===== config.mk =====
export PLATFORM = sky130hd
export DESIGN_NAME = bitstream_loader_flat
export DESIGN_NICKNAME = d
export VERILOG_FILES = /design/src/rtl/bitstream_loader_if.sv /design/src/rtl/bitstream_loader.sv /design/src/flat_wrapper.sv
export SDC_FILE = /design/constraint.sdc
export NUM_CORES = 1
export LEC_CHECK = 0
export ABC_AREA = 1
export BUFFER_PORTS_ARGS = -buffer_cell sky130_fd_sc_hd__buf_2
export CAP_MARGIN = 20
export CORE_ASPECT_RATIO = 1.5
export CORE_MARGIN = 2
export CORE_UTILIZATION = 55
export CTS_CLUSTER_DIAMETER = 200
export CTS_CLUSTER_SIZE = 24
export DETAILED_ROUTE_END_ITERATION = 8
export GPL_ROUTABILITY_DRIVEN = 0
export PLACE_DENSITY = 0.78
export SYNTH_ARGS = -nofsm -noshare
export SYNTH_HDL_FRONTEND = slang
export SYNTH_SLANG_ARGS = --single-unit
export TNS_END_PERCENT = 1

===== constraint.sdc =====
create_clock -name clock -period 2.3 [get_ports clock]
set_input_delay 0.115 -clock clock [delete_from_list [all_inputs] [get_ports clock]]
set_output_delay 0.115 -clock clock [all_outputs]
set_load 0.05 [all_outputs]

===== src/rtl/bitstream_loader_if.sv =====
// Byte-stream input and fabric configuration port of the bitstream loader.
// slave is the loader's view; master is the upstream source / fabric side.
interface bitstream_loader_if #(
  parameter int ADDRESS_SIZE = 15,
  parameter int DATA_SIZE    = 8
);
  logic [7:0]              in_byte;
  logic                    in_valid;
  logic                    in_ready;
  logic [ADDRESS_SIZE-1:0] address;
  logic [DATA_SIZE-1:0]    data;
  logic                    conf;

  modport master (
    output in_byte, in_valid,
    input  in_ready, address, data, conf
  );

  modport slave (
    input  in_byte, in_valid,
    output in_ready, address, data, conf
  );
endinterface


===== src/rtl/bitstream_loader.sv =====
// Assembles byte-stream records into address/data words and strobes them
// into the MeshOfTree fabric configuration port, CONF_PULSES times each.
module bitstream_loader #(
  parameter int ADDRESS_SIZE = 15,
  parameter int DATA_SIZE    = 8,
  parameter int NUM_WORDS    = 34878,
  parameter int CONF_PULSES  = 4,
  parameter int CONF_HIGH    = 1,
  parameter int CONF_LOW     = 1
) (
  input  logic              clock,
  input  logic              reset,
  input  logic              start,
  bitstream_loader_if.slave bus,
  output logic              busy,
  output logic              done,
  output logic [15:0]       word_count
);

  localparam int unsigned AB   = (ADDRESS_SIZE + 7) / 8;
  localparam int unsigned DB   = (DATA_SIZE + 7) / 8;
  localparam int unsigned BMAX = (AB > DB) ? AB : DB;
  localparam int unsigned TMAX = (CONF_HIGH > CONF_LOW) ? CONF_HIGH : CONF_LOW;
  localparam int unsigned BC_W = $clog2(BMAX) + 1;
  localparam int unsigned TC_W = $clog2(TMAX) + 1;
  localparam int unsigned PC_W = $clog2(CONF_PULSES) + 1;

  localparam logic [BC_W-1:0] A_LAST = BC_W'(AB - 1);
  localparam logic [BC_W-1:0] D_LAST = BC_W'(DB - 1);
  localparam logic [TC_W-1:0] H_LAST = TC_W'(CONF_HIGH - 1);
  localparam logic [TC_W-1:0] L_LAST = TC_W'(CONF_LOW - 1);
  localparam logic [PC_W-1:0] P_LAST = PC_W'(CONF_PULSES - 1);
  localparam logic [15:0]     NW     = 16'(NUM_WORDS);

  typedef enum logic [2:0] {
    S_IDLE,
    S_ADDR,
    S_DATA,
    S_SETUP,
    S_HIGH,
    S_LOW,
    S_DONE
  } state_t;

  state_t                  state_q, state_d;
  logic [BC_W-1:0]         byte_cnt_q, byte_cnt_d;
  logic [TC_W-1:0]         tcnt_q, tcnt_d;
  logic [PC_W-1:0]         pcnt_q, pcnt_d;
  logic [ADDRESS_SIZE-1:0] addr_sr_q, addr_sr_d;
  logic [DATA_SIZE-1:0]    data_sr_q, data_sr_d;
  logic [ADDRESS_SIZE-1:0] address_q, address_d;
  logic [DATA_SIZE-1:0]    data_q, data_d;
  logic [15:0]             word_count_q, word_count_d;
  logic                    in_ready_q;
  logic                    conf_q;
  logic                    busy_q;
  logic                    done_q;
  logic                    xfer;

  assign xfer = bus.in_valid & in_ready_q;

  // Shift registers are exactly field-wide, so high bits of the top byte fall off.
  always_comb begin
    state_d      = state_q;
    byte_cnt_d   = byte_cnt_q;
    tcnt_d       = tcnt_q;
    pcnt_d       = pcnt_q;
    addr_sr_d    = addr_sr_q;
    data_sr_d    = data_sr_q;
    address_d    = address_q;
    data_d       = data_q;
    word_count_d = word_count_q;

    case (state_q)
      S_IDLE, S_DONE: begin
        if (start) begin
          state_d      = S_ADDR;
          byte_cnt_d   = '0;
          word_count_d = '0;
        end
      end

      S_ADDR: begin
        if (xfer) begin
          addr_sr_d = ADDRESS_SIZE'({addr_sr_q, bus.in_byte});
          if (byte_cnt_q == A_LAST) begin
            byte_cnt_d = '0;
            state_d    = S_DATA;
          end else begin
            byte_cnt_d = byte_cnt_q + 1'b1;
          end
        end
      end

      S_DATA: begin
        if (xfer) begin
          data_sr_d = DATA_SIZE'({data_sr_q, bus.in_byte});
          if (byte_cnt_q == D_LAST) begin
            byte_cnt_d = '0;
            address_d  = addr_sr_q;
            data_d     = data_sr_d;
            state_d    = S_SETUP;
          end else begin
            byte_cnt_d = byte_cnt_q + 1'b1;
          end
        end
      end

      S_SETUP: begin
        tcnt_d  = '0;
        pcnt_d  = '0;
        state_d = S_HIGH;
      end

      S_HIGH: begin
        if (tcnt_q == H_LAST) begin
          tcnt_d  = '0;
          state_d = S_LOW;
        end else begin
          tcnt_d = tcnt_q + 1'b1;
        end
      end

      S_LOW: begin
        if (tcnt_q == L_LAST) begin
          tcnt_d = '0;
          if (pcnt_q == P_LAST) begin
            pcnt_d = '0;
            if (word_count_q != NW) begin
              word_count_d = word_count_q + 16'd1;
            end
            state_d = (word_count_d == NW) ? S_DONE : S_ADDR;
          end else begin
            pcnt_d  = pcnt_q + 1'b1;
            state_d = S_HIGH;
          end
        end else begin
          tcnt_d = tcnt_q + 1'b1;
        end
      end

      default: state_d = S_IDLE;
    endcase
  end

  // Outputs are registered from the next state so they line up with state_q.
  always_ff @(posedge clock or posedge reset) begin
    if (reset) begin
      state_q      <= S_IDLE;
      byte_cnt_q   <= '0;
      tcnt_q       <= '0;
      pcnt_q       <= '0;
      addr_sr_q    <= '0;
      data_sr_q    <= '0;
      address_q    <= '0;
      data_q       <= '0;
      word_count_q <= '0;
      in_ready_q   <= 1'b0;
      conf_q       <= 1'b0;
      busy_q       <= 1'b0;
      done_q       <= 1'b0;
    end else begin
      state_q      <= state_d;
      byte_cnt_q   <= byte_cnt_d;
      tcnt_q       <= tcnt_d;
      pcnt_q       <= pcnt_d;
      addr_sr_q    <= addr_sr_d;
      data_sr_q    <= data_sr_d;
      address_q    <= address_d;
      data_q       <= data_d;
      word_count_q <= word_count_d;
      in_ready_q   <= (state_d == S_ADDR) || (state_d == S_DATA);
      conf_q       <= (state_d == S_HIGH);
      busy_q       <= !((state_d == S_IDLE) || (state_d == S_DONE));
      done_q       <= (state_d == S_DONE);
    end
  end

  assign bus.in_ready = in_ready_q;
  assign bus.address  = address_q;
  assign bus.data     = data_q;
  assign bus.conf     = conf_q;
  assign busy         = busy_q;
  assign done         = done_q;
  assign word_count   = word_count_q;

endmodule

===== src/flat_wrapper.sv =====
// flat-port wrapper written by rule: the top's interface ports become plain ports
module bitstream_loader_flat 
#(
  parameter int ADDRESS_SIZE = 15,
  parameter int DATA_SIZE    = 8,
  parameter int NUM_WORDS    = 34878,
  parameter int CONF_PULSES  = 4,
  parameter int CONF_HIGH    = 1,
  parameter int CONF_LOW     = 1
)
  (clock, reset, start, busy, done, word_count, bus_in_byte, bus_in_valid, bus_in_ready, bus_address, bus_data, bus_conf);
  bitstream_loader_if #(.ADDRESS_SIZE(ADDRESS_SIZE), .DATA_SIZE(DATA_SIZE)) bus_i ();
  input  logic clock;
  input  logic reset;
  input  logic start;
  output logic busy;
  output logic done;
  output logic [15:0] word_count;
  input wire logic [$bits(bus_i.in_byte)-1:0] bus_in_byte;
  input wire logic [$bits(bus_i.in_valid)-1:0] bus_in_valid;
  output wire logic [$bits(bus_i.in_ready)-1:0] bus_in_ready;
  output wire logic [$bits(bus_i.address)-1:0] bus_address;
  output wire logic [$bits(bus_i.data)-1:0] bus_data;
  output wire logic [$bits(bus_i.conf)-1:0] bus_conf;
  assign bus_i.in_byte = bus_in_byte;
  assign bus_i.in_valid = bus_in_valid;
  assign bus_in_ready = bus_i.in_ready;
  assign bus_address = bus_i.address;
  assign bus_data = bus_i.data;
  assign bus_conf = bus_i.conf;
  bitstream_loader #(.ADDRESS_SIZE(ADDRESS_SIZE), .DATA_SIZE(DATA_SIZE), .NUM_WORDS(NUM_WORDS), .CONF_PULSES(CONF_PULSES), .CONF_HIGH(CONF_HIGH), .CONF_LOW(CONF_LOW)) u_core (.clock(clock), .reset(reset), .start(start), .bus(bus_i), .busy(busy), .done(done), .word_count(word_count));
endmodule

Yosys cells after proc, flatten, opt, wreduce, memory -nomap -nowiden
Cells that the tools add are included.
{"block": "word_totals", "ff_bits": 67, "inputBits": 12, "output_inout_bits": 43}
{"block": "op_classes", "n_addsub": 4, "eq_ne": 19, "muxes": 29, "n_bitwise": 1, "reduce_logical": 17}
{"op": "2-to-1 mux 16 bit", "count": 7}
{"op": "2-to-1 mux 3 bit", "count": 11}
{"op": "one-hot mux 16 bit (2 select lines)", "count": 1}
{"op": "one-hot mux 3 bit (6 select lines)", "count": 1}
{"op": "adder 16 x 1 -> 16 bit, second input constant", "count": 1}
{"op": "== test 16 bit, second input constant", "count": 1}
{"op": "inequality test 16 bit, second input constant", "count": 1}
{"op": "== test 3 bit, second input constant", "count": 5}
{"op": "== test 3 x 2 -> 1 bit, second input constant", "count": 4}
{"op": "2-to-1 mux 2 bit", "count": 5}
{"op": "AND reduction 4 bit", "count": 2}
{"op": "== test 3 x 1 -> 1 bit, second input constant", "count": 2}
{"op": "zero test 3 bit", "count": 2}
{"op": "inequality test 2 x 1 -> 1 bit, second input constant", "count": 3}
{"op": "one-hot mux 2 bit (3 select lines)", "count": 1}
{"op": "one-hot mux 3 bit (2 select lines)", "count": 1}
{"op": "nonzero test 2 bit", "count": 3}
{"op": "inequality test 2 bit, second input constant", "count": 2}
{"op": "AND reduction 2 bit", "count": 2}
{"op": "OR reduction 2 bit", "count": 2}
{"op": "adder 3 x 1 -> 3 bit, second input constant", "count": 1}
{"op": "AND reduction 3 bit", "count": 1}
{"op": "nonzero test 3 bit", "count": 1}
{"op": "adder 2 x 1 -> 2 bit, second input constant", "count": 1}
{"op": "other kinds (8)", "count": 9}

Longest topological paths before layout
{"block": "logic_depth", "ltp_word": 13, "mapped_depth": 15, "depth_no_buf": 15}

Worst setup path after synthesis
No wires, ideal clock.
{"block": "synth_path", "kind": "register -> register", "start": "register u_core.word_count_q[1], in the netlist u_core.word_count[1]", "end": "register u_core.busy_q, in the netlist u_core.busy", "setup_ns": 0.117, "arrival_ns": 2.128, "required_ns": 2.183, "slack_ns": 0.056, "path_stages_with_launch": 15, "cell_sequence": "dfrtp_1 > ha_1 > nand3_2 > inv_1 > nand2_1 > nand2_1 > nand2_1 > nor2_1 > nand3_1 > nor2_2 > nand2_2 > a21oi_4 > nand2_1 > nand2_1 > nand2_1"}
{"block": "synth_between", "elab_chain_cells": 13, "word_cells_on_any_way": 15}
{"element": "from (decl)", "line_no": "bitstream_loader.sv:53", "text": "logic [15:0] word_count_q, word_count_d;"}
{"element": "from (signal assigned)", "line_no": "bitstream_loader.sv:171", "text": "word_count_q <= word_count_d;"}
{"element": "adder 16 x 1 -> 16 bit / inequality test 16 bit (equally long branches)", "line_no": "bitstream_loader.sv:130, bitstream_loader.sv:129"}
{"element": "2-to-1 mux 16 bit *", "line_no": "bitstream_loader.sv:129", "text": "if (word_count_q != NW) begin"}
{"element": "2-to-1 mux 16 bit *", "line_no": "bitstream_loader.sv:127", "text": "if (pcnt_q == P_LAST) begin"}
{"element": "2-to-1 mux 16 bit *", "line_no": "bitstream_loader.sv:125", "text": "if (tcnt_q == L_LAST) begin"}
{"element": "2-to-1 mux 16 bit *", "line_no": "bitstream_loader.sv:74", "text": "case (state_q)"}
{"element": "== test 16 bit *", "line_no": "bitstream_loader.sv:132", "text": "state_d = (word_count_d == NW) ? S_DONE : S_ADDR;"}
{"element": "2-to-1 mux 3 bit *", "line_no": "bitstream_loader.sv:132"}
{"element": "2-to-1 mux 3 bit *", "line_no": "bitstream_loader.sv:127"}
{"element": "2-to-1 mux 3 bit *", "line_no": "bitstream_loader.sv:125"}
{"element": "one-hot mux 3 bit (6 select lines) *", "line_no": "bitstream_loader.sv:74"}
{"element": "== test 3 bit / zero test 3 bit (equally long branches)", "line_no": "bitstream_loader.sv:174", "text": "busy_q <= !((state_d == S_IDLE) || (state_d == S_DONE));"}
{"element": "logical OR 1 bit *", "line_no": "bitstream_loader.sv:174"}
{"element": "zero test 1 bit *", "line_no": "bitstream_loader.sv:174"}
{"element": "to (signal assigned)", "line_no": "bitstream_loader.sv:174"}
{"element": "to (decl)", "line_no": "bitstream_loader.sv:56", "text": "logic busy_q;"}
Mark *: on every way between the ends. The rest lies on a longest branch, timed or not. The select of a mux whose other input is x is not followed.
A chain may end at the register's enable or synchronous reset.

Final worst setup path
{"block": "layout_path", "start": "register u_core.word_count_q[0], in the netlist u_core.word_count[0]", "end": "register u_core.busy_q, in the netlist u_core.busy"}
Same word-level chain as after synthesis.

==> results.json <==
{
  "outcome": "completed",
  "worstSetupEndpointType": "flip-flop",
  "cp_cell_sequence": "ha_1 > nand3_2 > inv_2 > nand3_1 > nand2_1 > nand2_1 > nor2_1 > nand2_1 > nor2_2 > nand2_2 > a21oi_4 > nand2_1 > nand2_1 > nand2_1",
  "p_int_w": 0.00251,
  "p_comb_frac": 0.347,
  "finalSetupViolations": 0,
  "synth_cell_type_count": 31,
  "core_um2": 5790,
  "crit_arrival_ns": 2.43,
  "die_w_um": 67.0,
  "rrSetupSlack_ns": 0.11,
  "max_freq_mhz": 457,
  "io_pins": 55,
  "worst_setup_path_start_kind": "flip-flop",
  "yosys_register_bits": 66,
  "dieArea_um2": 6600,
  "hold_viol": 0,
  "post_cts_buffers": 0,
  "syn_to_final_growth_pct": 19.1,
  "yosysTopAreaCellShare": 0.504,
  "drive_gt1_frac": 0.221,
  "path_clk_slew_ns": 0.07,
  "syn-num-nets": 426,
  "maxSlewViolCount": 0,
  "async_reset_ff_frac": 1.00,
  "dr.first_iter.drc_count": 158,
  "finalNetCount": 489,
  "pwr-share-seq": 0.389,
  "slowest_stage": "dfrtp_1",
  "grt_pass1_wl_um": 12200,
  "ctsHtreeMaxLevel": 3,
  "drtPass1Iterations": 4,
  "power.share.switching": 0.401,
  "cts_tree": "built",
  "hpwl_um": 5100,
  "crit_fanout": 5,
  "cpLargestDelayFamily": "simple AND/OR/NAND/NOR gates",
  "grt_max_degree": 39,
  "ir_worst_vdd_mv": 0.652,
  "postRouteAntennaNets": 0,
  "synth_edf_count": 0,
  "diodes": 0,
  "layout_min_cycle_time_ns": 2.19,
  "synth_area_leaders": "dfrtp_1 (50%), nand2_1 (14%), o21ai_0 (6.0%)",
  "power.switching_w": 0.00168,
  "grtUsageTotal": 0.243,
  "clock-sinks": 66,
  "routed_wl_um": 7100,
  "first_global_vias": 2788,
  "clockRootBuffer": "clkbuf_8",
  "rows": 34,
  "drc_errors": 0,
  "clock_path_buffers": 2,
  "syn_area_per_cell_um2": 8.05,
  "synth_top_area_cell": "dfrtp_1",
  "syn_area_um2": 3280,
  "synth-seq-area-share": 0.504,
  "critPathKind": "reg2reg",
  "clockPowerShare": 0.264,
  "ys_warn_count": 0,
  "instances_no_fill": 547,
  "fin_worst_skew_ns": 0.00704,
  "finalCritPeriodShare": 0.952,
  "slew-limit-headroom": 0.522,
  "setup_tns_ns": 0,
  "die_height_um": 98.5,
  "maxCapViolCount": 0,
  "num-fill-cells": 497,
  "synthFlopType": "dfrtp_1",
  "path_buf_inv": 1,
  "port_buffers": 54,
  "syn_inst": 407,
  "grt-ovfl-total": 0,
  "p_leak_nw": 2.07,
  "place_inst": 530,
  "max_stage_delay_ns": 0.44,
  "antenna_found_initial": 0,
  "rsz0062_at_grt": "no",
  "powerDensity_nw_per_um2": 1070,
  "required_ns": 2.54,
  "avgViaCountPerCell": 5.24,
  "start_util": 0.566,
  "worst_pin_slew_ns": 0.716,
  "wire_per_inst_um": 13.0,
  "cts_buffers": 9,
  "min_path_type": "in2reg",
  "insertion_delay_ns": 0.35,
  "cp_common_cell": "nand2_1",
  "route.vias.total": 2869
}
==> synth_stat cells (all sizes together), types with 4 or more instances <==
master and n:
nand2 134, dfrtp 66, inv 49, o21ai 41, nor2 39, nand3 27, clkbuf 7, ha 7
a21oi 6, nand4 6, o22ai 6, xor2 4
==> through the flow <==
stage	power [W]	setup WS, ns	hold WS, ns	utilization	cell area [µm²]
after global placement	0.00304	0.239	0.271	0.632	3660
after global routing	0.00447	0.000734	0.0245	0.675	3900
after floorplan	0.00276	0.0559	0.276	-	3280
after CTS	0.00422	0.0842	0.0225	0.673	3900
final	0.00419	0.110	0.0272	0.675	3900
after detailed placement	0.00311	0.165	0.275	0.632	3660
==> state kept, by name, indices dropped and copies added (netlist names) <==
signal               flops
u_core.word_count       16
u_core.addr_sr_q        15
u_core.bus.address      15
u_core.bus.data          8
u_core.pcnt_q            3
u_core.state_q           3
u_core.byte_cnt_q        2
u_core.bus.conf          1
u_core.bus.in_ready      1
u_core.busy              1
u_core.done              1
==> placed cells by master (no fill, tap or decap), drive strengths merged, types with 4 or more instances in the layout <==
| cell type | netlist | routed |
|---|---|---|
| a21oi | 6 | 6 |
| nand3 | 27 | 27 |
| nand4 | 6 | 6 |
| clkbuf | 7 | 10 |
| buf | 2 | 60 |
| dfrtp | 66 | 66 |
| xor2 | 4 | 4 |
| nand2 | 134 | 134 |
| inv | 49 | 49 |
| ha | 7 | 7 |
| o22ai | 6 | 6 |
| clkinv | 1 | 4 |
| o21ai | 41 | 41 |
| nor2 | 39 | 39 |
==> final timing paths <==
check,from,to,cells after the start
setup / recovery,u_core.word_count[0],u_core.busy,14
hold / removal,bus_in_byte[2],u_core.bus.data[2],3
setup reg to reg,u_core.word_count[0],u_core.busy,14
hold reg to reg,u_core.addr_sr_q[14],u_core.bus.address[14],2
max in group asynchronous,reset,u_core.word_count[1],4
min in group asynchronous,reset,u_core.state_q[2],3
==> worst register-to-register path: cells and delay by family, from the launching register on <==
kind                       cells  cell delay [ns]
adders and majority gates      1             0.23
DFF                            1             0.44
and+or+nand+nor               11             1.09
buffers and inverters          1             0.13
AOI/OAI and AO/OA              1             0.18
==> routing by layer <==
layer  GRT usage  vias to the layer above  wire length, µm
met5           0                        -                0
met4       0.143                        0              237
met3      0.0537                       17              368
met2       0.388                       84             3650
met1       0.295                     1343             2840
li1            -                     1425                -
==> cells by family (layout without fill, tap and decap cells) <==
kind of cell | after synthesis | count (layout) | synth area share
AOI/OAI and AO/OA | 61 | 61 | 0.108
xor gates and xnor gates | 5 | 5 | 0.0134
adders and majority gates | 7 | 7 | 0.0267
buffers and inverters | 59 | 127 | 0.0683
DFF | 66 | 66 | 0.504
and+or+nand+nor | 209 | 209 | 0.279
==> final cells by class <==
type	instances	area, µm²	area share
multi-input combinational	282	1400	0.360
timing repair buffer	61	338	0.0866
clock buffer	10	138	0.0353
inverter	50	188	0.0481
tap	72	90.1	0.0231
clock inverter	6	90.1	0.0231
sequential	66	1660	0.424
==> power by group through the flow <==
stage                     combinational [W]  clock, W  sequential [W]
after floorplan                    0.000732         0         0.00202
after global placement              0.00141         0         0.00163
after detailed placement            0.00147         0         0.00164
after CTS                           0.00147   0.00112         0.00163
after global routing                0.00162   0.00118         0.00167
final                               0.00145   0.00111         0.00163
==> repair_timing <==
| item | in CTS | in global routing |
|---|---|---|
| gates resized for setup | 0 | 6 |
| setup endpoints to repair | 0 | 4 |
| endpoints found under the hold margin | 33 | 0 |
| hold buffers | 1 | 0 |
Power figures use the tool's default switching activity.
